File: src/rtl/nonce_scheduler.sv
// rtl/nonce_scheduler.sv - bounded nonce search controller driving one SHA-256 core
// Walks [nonce_start..nonce_end] (wrapping), one outstanding core job, leading-zero check.
module nonce_scheduler #(
  parameter int NONCE_W = 32,
  parameter int DIFF_W  = 8
) (
  input  logic               i_clock,
  input  logic               i_reset,
  input  logic               i_start,
  input  logic               i_abort,
  input  logic [NONCE_W-1:0] i_nonce_start,
  input  logic [NONCE_W-1:0] i_nonce_end,
  input  logic [DIFF_W-1:0]  i_difficulty,
  input  logic               i_core_ready,
  output logic               o_core_go,
  output logic [NONCE_W-1:0] o_core_nonce,
  input  logic               i_core_done,
  input  logic [255:0]       i_hash,
  output logic               o_busy,
  output logic               o_found,
  output logic               o_exhausted,
  output logic [NONCE_W-1:0] o_result_nonce,
  output logic [NONCE_W-1:0] o_hashes_tried,
  output logic [2:0]         o_state
);

  typedef enum logic [2:0] {
    S_IDLE      = 3'd0,
    S_LOAD      = 3'd1,
    S_ISSUE     = 3'd2,
    S_WAIT      = 3'd3,
    S_CHECK     = 3'd4,
    S_FOUND     = 3'd5,
    S_EXHAUSTED = 3'd6
  } state_t;

  state_t             r_state;
  state_t             w_next;
  logic [NONCE_W-1:0] r_cur;
  logic [NONCE_W-1:0] r_end;
  logic [DIFF_W-1:0]  r_diff;
  logic [255:0]       r_hash;
  logic               r_busy;
  logic               r_found;
  logic               r_exhausted;
  logic [NONCE_W-1:0] r_result_nonce;
  logic [NONCE_W-1:0] r_hashes_tried;
  logic [255:0]       w_mask;
  logic               w_match;
  logic               w_last;

  // Mask covers the top r_diff bits; difficulty 0 gives an empty mask and always matches.
  assign w_mask  = ~({256{1'b1}} >> r_diff);
  assign w_match = ((r_hash & w_mask) == '0);
  assign w_last  = (r_cur == r_end);

  always_comb begin
    w_next = r_state;
    case (r_state)
      S_IDLE:      if (i_start) w_next = S_LOAD;
      S_LOAD:      w_next = S_ISSUE;
      S_ISSUE:     if (i_core_ready) w_next = S_WAIT;
      S_WAIT:      if (i_core_done) w_next = S_CHECK;
      S_CHECK: begin
        if (w_match)     w_next = S_FOUND;
        else if (w_last) w_next = S_EXHAUSTED;
        else             w_next = S_ISSUE;
      end
      S_FOUND:     if (i_start) w_next = S_LOAD;
      S_EXHAUSTED: if (i_start) w_next = S_LOAD;
      default:     w_next = S_IDLE;
    endcase
    if (i_abort && (r_state != S_IDLE)) w_next = S_IDLE;
  end

  always_ff @(posedge i_clock or posedge i_reset) begin
    if (i_reset) begin
      r_state        <= S_IDLE;
      r_cur          <= '0;
      r_end          <= '0;
      r_diff         <= '0;
      r_hash         <= '0;
      r_busy         <= 1'b0;
      r_found        <= 1'b0;
      r_exhausted    <= 1'b0;
      r_result_nonce <= '0;
      r_hashes_tried <= '0;
    end else begin
      r_state     <= w_next;
      r_busy      <= (w_next == S_LOAD) || (w_next == S_ISSUE) ||
                     (w_next == S_WAIT) || (w_next == S_CHECK);
      r_found     <= (w_next == S_FOUND);
      r_exhausted <= (w_next == S_EXHAUSTED);
      if (!i_abort) begin
        case (r_state)
          S_LOAD: begin
            r_cur          <= i_nonce_start;
            r_end          <= i_nonce_end;
            r_diff         <= i_difficulty;
            r_hashes_tried <= '0;
          end
          S_WAIT: if (i_core_done) r_hash <= i_hash;
          S_CHECK: begin
            if (r_hashes_tried != '1) r_hashes_tried <= r_hashes_tried + NONCE_W'(1);
            if (w_match)      r_result_nonce <= r_cur;
            else if (!w_last) r_cur <= r_cur + NONCE_W'(1);
          end
          default: ;
        endcase
      end
    end
  end

  // The launch pulse is combinational so the core sees it in the ISSUE cycle that has ready.
  assign o_core_go      = (r_state == S_ISSUE) && i_core_ready && !i_abort;
  assign o_core_nonce   = r_cur;
  assign o_busy         = r_busy;
  assign o_found        = r_found;
  assign o_exhausted    = r_exhausted;
  assign o_result_nonce = r_result_nonce;
  assign o_hashes_tried = r_hashes_tried;
  assign o_state        = r_state;

endmodule
File: config.mk
export PLATFORM = sky130hd
export DESIGN_NAME = nonce_scheduler
export DESIGN_NICKNAME = d
export VERILOG_FILES = /design/src/rtl/nonce_scheduler.sv
export SDC_FILE = /design/constraint.sdc
export NUM_CORES = 1
export LEC_CHECK = 0
export BUFFER_PORTS_ARGS = -buffer_cell sky130_fd_sc_hd__buf_2
export CAP_MARGIN = 20
export CELL_PAD_IN_SITES_DETAIL_PLACEMENT = 0
export CELL_PAD_IN_SITES_GLOBAL_PLACEMENT = 2
export CORE_MARGIN = 1
export CORE_UTILIZATION = 30
export CTS_BUF_LIST = sky130_fd_sc_hd__clkbuf_8
export DETAILED_ROUTE_END_ITERATION = 12
export GPL_TIMING_DRIVEN = 0
export HOLD_SLACK_MARGIN = 0.02
export PLACE_DENSITY_LB_ADDON = 0.1
export SETUP_SLACK_MARGIN = 0.4
export SLEW_MARGIN = 30
export SYNTH_ARGS = -nofsm -noshare
export SYNTH_HDL_FRONTEND = slang
export SYNTH_SLANG_ARGS = --single-unit
export TNS_END_PERCENT = 100
File: constraint.sdc
create_clock -name i_clock -period 10.6 [get_ports i_clock]
set_input_delay 0 -clock i_clock [delete_from_list [all_inputs] [get_ports i_clock]]
set_output_delay 0 -clock i_clock [all_outputs]
set_load 0.1 [all_outputs]
==> results of run 1 <==
## power breakdown
part           switching (mW)  leakage (nW)  internal (mW)  total [mW]
combinational            2.37          7.28           1.22        3.59
clock                   0.707         0.926          0.882        1.59
sequential              0.738          5.07           2.13        2.87
## metrics by stage
step           instance area [um2]  worst slack [ns]  total power [mW]  hold WS (ns)
2_1_floorplan                19900              5.26              4.74        0.0712
3_3_place_gp                 23200              2.53              6.27         0.195
3_5_place_dp                 23600              5.16              6.29        0.0525
4_1_cts                      28700              5.17              8.04        0.0245
5_1_grt                      28700              4.92              8.40        0.0461
6_report                     28700              5.15              8.05        0.0750
## final timing paths
kind / start / to / depth (start not counted)
setup / recovery: r_diff[5]$_DFFE_PP0P_ / o_found$_DFF_PP0_ / 14
hold / removal: i_nonce_end[6] / r_end[6]$_DFFE_PP0P_ / 4
setup reg to reg: r_diff[5]$_DFFE_PP0P_ / o_found$_DFF_PP0_ / 14
hold reg to reg: o_result_nonce[17]$_DFFE_PP0P_ / o_result_nonce[17]$_DFFE_PP0P_ / 1
max in group asynchronous: i_reset / r_hash[131]$_DFFE_PP0P_ / 10
min in group asynchronous: i_reset / r_hash[34]$_DFFE_PP0P_ / 4
## cells in the final DEF, fill, tap and decap left out, types with 21 or more instances in the layout
cell type      count
buf_2            460
dfrtp_1          397
dlygate4sd3_1    353
mux2_2           249
nand2_1          215
o21ai_0          102
clkbuf_8         102
clkbuf_1         101
nor2_1            89
a21oi_1           86
nand3_1           61
inv_1             46
xor2_1            45
nand4_1           36
mux2_1            30
nor3_1            29
and3_1            25
o22ai_1           21
## layer usage
layer  global-route usage [%]  share of wire, %  routed length [um]  vias up
li1                         -                 -                   -     8729
met1                     37.9                42               42200     9794
met2                     48.9                48               48100      792
met3                     5.36               6.0                5970      201
met4                     10.4               3.5                3530       12
met5                        0             0.069                  69        -
## registers in the layout (all words and copies together), names as in the netlist
register,cells
o_busy,1
o_core_nonce,32
o_exhausted,1
o_found,1
o_hashes_tried,32
o_result_nonce,32
o_state,3
r_diff,8
r_end,32
r_hash,255
## final cells by class
type | count | share of cell area (%)
Clock inverter | 37 | 0.657
Tap cell | 864 | 3.76
Antenna cell | 7 | 0.0609
Inverter | 20 | 0.274
Buffer | 141 | 2.09
Multi-Input combinational cell | 1330 | 32.4
Clock buffer | 102 | 4.88
Timing Repair Buffer | 805 | 21.3
Sequential cell | 397 | 34.6
## worst register-to-register path: stages, from the launching register on
cell,delay (ns)
dfrtp_1,0.45
clkbuf_1,0.49
clkbuf_1,0.53
buf_2,0.38
buf_1,0.82
a21oi_1,0.08
nor2_1,0.24
o21ai_0,0.17
nand3_1,0.24
nor4_1,0.08
a31oi_1,0.65
buf_2,0.41
o31a_1,0.18
nor3_1,0.05
dlygate4sd3_1,0.57
## logic make-up after synthesis
logic type / Yosys count / share of synthesized area, %
AOI/OAI and AO/OA: 425 / 14.4
xor gates and xnor gates: 58 / 2.55
adders and majority gates: 2 / 0.126
buffers and inverters: 161 / 3.38
DFF: 397 / 49.8
muxes: 281 / 15.9
and+or+nand+nor: 564 / 13.8
==> metrics.yaml, run 1 <==
run_status:
  status: "finished clean"
critical_path:
  crit_chain: "clkbuf_1 -> clkbuf_1 -> buf_2 -> buf_1 -> a21oi_1 -> nor2_1 -> o21ai_0 -> nand3_1 -> nor4_1 -> a31oi_1 -> buf_2 -> o31a_1 -> nor3_1 -> dlygate4sd3_1"
  cp_max_fo: 10
  critical-path-top-delay-family: "buffers and inverters"
  critPathBufInv: 6
  cp-start-kind: "flop"
  crit_required_ns: 11.16
  endpoint_kind: "flop"
  path_class: "flop to flop"
  slowest_stage: "buf_1"
  cp.arrival_ns: 6.01
  reg2reg_setup_slack_ns: 5.15
  slowest_delay_ns: 0.81
clock_tree:
  clock_latency_ns: 0.70
  post_cts_buffers: 0
  htreeDepth: 3
  clk_path_buf_depth: 3
  tritoncts: "yes"
  ctsHoldBuffers: 353
  cts_buffers: 77
  cts-resized-gates: 0
  numClockSinks: 397
  clkSlewWorstSetupHoldPaths_ns: 0.06
  cts_root_buffer: "clkbuf_8"
timing:
  period_share_pct: 51.4
  finalSetupViolCount: 0
  tightest_slew_ns: 1.13
  hold_viol_final: 0
  max_clock_freq_ghz: 0.183
  fin_worst_skew_ns: 0.0440
  maxSlewViolCount: 0
  period_needed_ns: 5.45
  fin_tns_setup_ns: 0
  maxSlewHeadroom_pct: 24.5
  rsz0062_at_grt: "false"
cells_and_area:
  num-fill-cells: 6499
  utilization_pct: 43.7
  area.sequential_um2: 9930
  area_delta_synth_final_pct: 44.2
  layout-drive-gt1-share_pct: 30.8
  stdcell_count: 3703
  nets: 3108
  multi_input_comb_area_um2: 9330
yosys:
  ys_warn_count: 0
  synth_most_common_cell: "dfrtp_1"
  synth_area_leaders: "dfrtp_1, mux2_2, nand2_1, o21ai_0, a21oi_1"
  synth_common_cells: "dfrtp_1, mux2_2, nand2_1, clkbuf_1, o21ai_0"
  ys_ff_latch: 397
  syn_inst: 1888
  synth_top_cell_area_share_pct: 49.8
  synthArstFlopShare_pct: 100
  syn_area_um2: 19900
  yosysSeqAreaShare_pct: 49.8
  synth_area_per_cell_um2: 10.6
  syn_nets: 2224
  yosys.area.top_type: "dfrtp_1"
  ys.flop_type: "dfrtp_1"
  synth_cell_types: 81
  synth_edf_count: 0
routing:
  routedWlPerCell_um: 27.0
  wl_um: 99900
  vias: 19500
  drt-initial-drc-count: 1471
  ant_nets: 0
  via_per_inst: 5.27
  drc_errors: 0
  firstDrtPassIters: 7
power:
  p_leak_nw: 13.3
  ir_drop_mv: 0.301
  powerDensity_nw_per_um2: 280
floorplanning:
  die_x_um: 260
  initial_core_util_pct: 30.3
  core_um2: 65700
  dieArea_um2: 67500
  io_pins: 437
  die_h_um: 260
  num_rows: 94
global_routing:
  grt_pass1_wl_um: 142000
  grt_pass1_vias: 20200
  gr-usage-all-layers_pct: 29.4
  grt-ovfl-total: 0
  grt_max_degree: 31
  antenna_found_initial: 15
placed_design:
  place.gp.congestion: 0.978
  io_buffers: 435
  dp.cells: 3204
  hpwl_um: 74900
min_path:
  worst_hold_path_type: "input pin to flop"
job:
  cap_violations: 0
(Power assumes the default switching activity.)
==> run 2, diff against run 1 <==
--- a/config.mk
+++ b/config.mk
@@ -5,6 +5,7 @@
 export SDC_FILE = /design/constraint.sdc
 export NUM_CORES = 1
 export LEC_CHECK = 0
+export ABC_AREA = 1
 export BUFFER_PORTS_ARGS = -buffer_cell sky130_fd_sc_hd__buf_2
 export CAP_MARGIN = 20
 export CELL_PAD_IN_SITES_DETAIL_PLACEMENT = 0
==> constraint.sdc (replaced) <==
create_clock -name i_clock -period 5.25 [get_ports i_clock]
set_input_delay 0 -clock i_clock [delete_from_list [all_inputs] [get_ports i_clock]]
set_output_delay 0 -clock i_clock [all_outputs]
set_load 0.1 [all_outputs]
==> run 2 against run 1 <==
Wire length is 2.5% lower. Die area grew 2.9%. Critical path depth up 6. Combinational power rose by 110%. Global-route usage shrank 1.6 points. Count of clock-buffer cells in the layout decreased by 19. Non-clock buffer count shrank 44. Synthesized cell count grew 23%. Register-to-register slack got worse by 4.4 ns. Sequential power grew 85%. Area after synthesis grew 2.9%. Fmax rose by 22%. Critical path type unchanged. Critical endpoint is now o_busy$_DFF_PP0_.
==> metrics.yaml, run 2 <==
power:
  powerDensity_nw_per_um2: 550  # +96%
  ir_drop_mv: 0.416  # +38%
  intPower_mw: 8.28  # +95%
  power_mw: 16.0  # +99%
  pwr-share-clk_pct: 19.5  # -0.2 points
  p_switching_mw: 7.72  # +100%
  p_leak_nw: 14.6  # +9.7%
  sw_frac_of_total_pct: 48.2  # +0.88 points
  combPwrFrac_pct: 47.4  # +2.8 points
  seqPwrFrac_pct: 33.1  # -2.5 points
yosys:
  syn_inst: 2321  # +23%
  ys_ff_latch: 397  # unchanged
  synthArstFlopShare_pct: 100  # unchanged
  synth_area_leaders: "dfrtp_1, mux2_2, nand2_1, nand3_1, nor2_1"
  ys_warn_count: 0  # unchanged
  syn_area_um2: 20500  # +2.9%
  ys.flop_type: "dfrtp_1"
  yosys.area.top_type: "dfrtp_1"
  synth_common_cells: "nand2_1, dfrtp_1, mux2_2, nand3_1, nor2_1"
  yosysSeqAreaShare_pct: 48.4  # -1.4 points
  syn_nets: 2657  # +19%
  synth_top_cell_area_share_pct: 48.4  # -1.4 points
  synth_area_per_cell_um2: 8.84  # -16%
  synth_edf_count: 0  # unchanged
  synth_most_common_cell: "nand2_1"
  synth_cell_types: 47  # -42%
routing:
  vias: 20300  # +3.8%
  wl_met3_um: 4840  # -19%
  drt-initial-drc-count: 1213  # -18%
  drc_errors: 0  # unchanged
  routedWlPerCell_um: 23.6  # -13%
  firstDrtPassIters: 5  # -2
  via_per_inst: 4.91  # -6.9%
  top_layer: "met5"
  ant_nets: 0  # unchanged
  wl_um: 97400  # -2.5%
  wl_met1_um: 40700  # -3.6%
  met2_length_um: 48400  # +0.60%
cells_and_area:
  largest_register_ffs: 255  # unchanged
  regMostFlops: "r_hash"
  stdcell_count: 4127  # +11%
  final_common_cell: "nand2_1"
  layout-drive-gt1-share_pct: 27.5  # -3.3 points
  nets: 3528  # +14%
  area_delta_synth_final_pct: 41.8
  mostFrequentLayoutCells: "nand2_1, buf_2, dfrtp_1"
clock_tree:
  cts-resized-gates: 0  # unchanged
  numClockSinks: 397  # unchanged
  clock_latency_ns: 0.68  # -0.02 ns
  clk_path_buf_depth: 3  # unchanged
  tritoncts: "yes"
  post_cts_buffers: 0  # unchanged
  ctsHoldBuffers: 343  # -2.8%
  clkSlewWorstSetupHoldPaths_ns: 0.06  # about the same
  cts_buffers: 75  # -2.6%
  htreeDepth: 3  # unchanged
  cts_root_buffer: "clkbuf_8"
timing:
  period_share_pct: 84.9  # +33 points
  max_clock_freq_ghz: 0.224  # +22%
  maxSlewViolCount: 0  # unchanged
  fin_tns_setup_ns: 0  # unchanged
  hold_viol_final: 0  # unchanged
  fin_worst_skew_ns: 0.0259  # -0.0181 ns
  rsz0062_at_grt: "false"
  maxSlewHeadroom_pct: 33.1  # +8.6 points
  tightest_slew_ns: 1.00  # -0.129 ns
  period_needed_ns: 4.45  # -0.998 ns
  finalSetupViolCount: 0  # unchanged
min_path:
  hp-start: "i_nonce_end[23]"
  hold_depth: 4  # unchanged
  whs_endpoint: "r_end[23]$_DFFE_PP0P_"
  worst_hold_path_type: "input pin to flop"
global_routing:
  grt_pass1_wl_um: 140000  # -1.4%
  antenna_found_initial: 22  # +7
  gr-usage-all-layers_pct: 27.8  # -1.6 points
  grt_max_degree: 31  # unchanged
  grt_pass1_vias: 21100  # +4.4%
  grt-ovfl-total: 0  # unchanged
critical_path:
  cp_max_fo: 10  # unchanged
  crit_path_frequent_cell: "nand2_1"
  cp.arrival_ns: 5.02  # -0.99 ns
  path_class: "flop to flop"
  cp-start-kind: "flop"
  r2r-start: "r_diff[7]$_DFFE_PP0P_"
  crit_chain: "buf_2 -> clkinv_1 -> buf_2 -> buf_2 -> nand3_1 -> nand2_1 -> nand4_1 -> nor2_1 -> nand3_1 -> nor2_1 -> nand2_1 -> nor2_2 -> nand3_2 -> nand2_1 -> nand2_1 -> dlygate4sd3_1 -> nand2_1 -> nand2_1 -> nand2_1 -> inv_1"
  slowest_delay_ns: 0.60  # -0.21 ns
  reg2reg_setup_slack_ns: 0.80  # -4.35 ns
  critical-path-top-delay-family: "simple AND/OR/NAND/NOR gates"
  critPathBufInv: 6  # unchanged
  r2r_cells: 20  # +6
  slowest_stage: "dlygate4sd3_1"
  rr_endpoint: "o_busy$_DFF_PP0_"
  crit_required_ns: 5.82  # -5.34 ns
  endpoint_kind: "flop"
placed_design:
  dp.cells: 3645  # +14%
  place.gp.congestion: 0.942  # -3.7%
  hpwl_um: 75200  # +0.43%
  io_buffers: 435  # unchanged
run_status:
  status: "finished clean"
floorplanning:
  die_h_um: 263  # +1.4%
  initial_core_util_pct: 30.4  # +0.12 points
  num_rows: 95  # +1.1%
  core_um2: 67400  # +2.5%
  io_pins: 437  # unchanged
  dieArea_um2: 69400  # +2.9%
  die_x_um: 263  # +1.4%
job:
  cap_violations: 0  # unchanged
## run 2: worst max-delay path by stage
stage                                    to  cells after the start  slack [ns]                  start
2_1_floorplan              o_busy$_DFF_PP0_                      1       -0.09                i_reset
3_3_place_gp         r_hash[77]$_DFFE_PP0P_                      2       -2.82                i_reset
3_5_place_dp   o_core_nonce[12]$_DFFE_PP0P_                     16        1.07  r_diff[7]$_DFFE_PP0P_
4_1_cts                    o_busy$_DFF_PP0_                     20        0.84  r_diff[7]$_DFFE_PP0P_
5_1_grt                    o_busy$_DFF_PP0_                     20        0.60  r_diff[7]$_DFFE_PP0P_
6_report                   o_busy$_DFF_PP0_                     20        0.80  r_diff[7]$_DFFE_PP0P_
## run 2: per-stage QoR
stage | util [%] | hold WS [ns] | worst slack (ns) | cell area, um2
3_5_place_dp | 35.8 | 0.0366 | 1.07 | 24100
3_3_place_gp | 35.3 | 0.206 | -2.82 | 23800
6_report | 43.2 | 0.0661 | 0.795 | 29100
5_1_grt | 43.2 | 0.0302 | 0.598 | 29100
2_1_floorplan | - | 0.117 | -0.0938 | 20500
4_1_cts | 43.1 | 0.0207 | 0.838 | 29100
## run 2: tightest hold or removal path: stages
cell and delay (ns):
dlygate4sd3_1 0.52, buf_2 0.10, nand2_1 0.04, nand2_1 0.05
## run 2: cell type report
| type | count | area, um2 |
|---|---|---|
| multi-input cells | 1675 | 9560 |
| well taps | 873 | 1090 |
| inverters | 141 | 533 |
| fillers | 6839 | 38300 |
| flip-flops and latches | 397 | 9930 |
| diodes | 7 | 17.5 |
| plain buffers | 108 | 490 |
| clock buffers | 83 | 1140 |
| repair buffers | 794 | 5960 |
| clock inverters | 49 | 358 |
## run 2: routing by layer
layer / global-route usage [%] / vias to the layer above
li1: - / 9512
met1: 34.2 / 9915
met2: 48.4 / 624
met3: 5.14 / 186
met4: 9.55 / 26
met5: 0 / -
## run 2: power by group through the flow
stage / registers, mW / logic (mW) / clock network [mW]
6_report: 5.30 / 7.58 / 3.12
3_3_place_gp: 5.34 / 7.25 / 0
2_1_floorplan: 5.82 / 3.91 / 0
3_5_place_dp: 5.35 / 7.31 / 0
5_1_grt: 5.43 / 8.10 / 3.34
4_1_cts: 5.31 / 7.55 / 3.23
## run 2: kinds of logic after synthesis
kind of cell | synth area share, %
buffers and inverters | 4.97
adder cells (fa/ha/maj) | 0.122
multiplexers | 15.1
AND/OR/NAND/NOR | 24.0
AO/OA/AOI/OAI | 5.26
flip-flops | 48.4
XOR/XNOR | 2.09
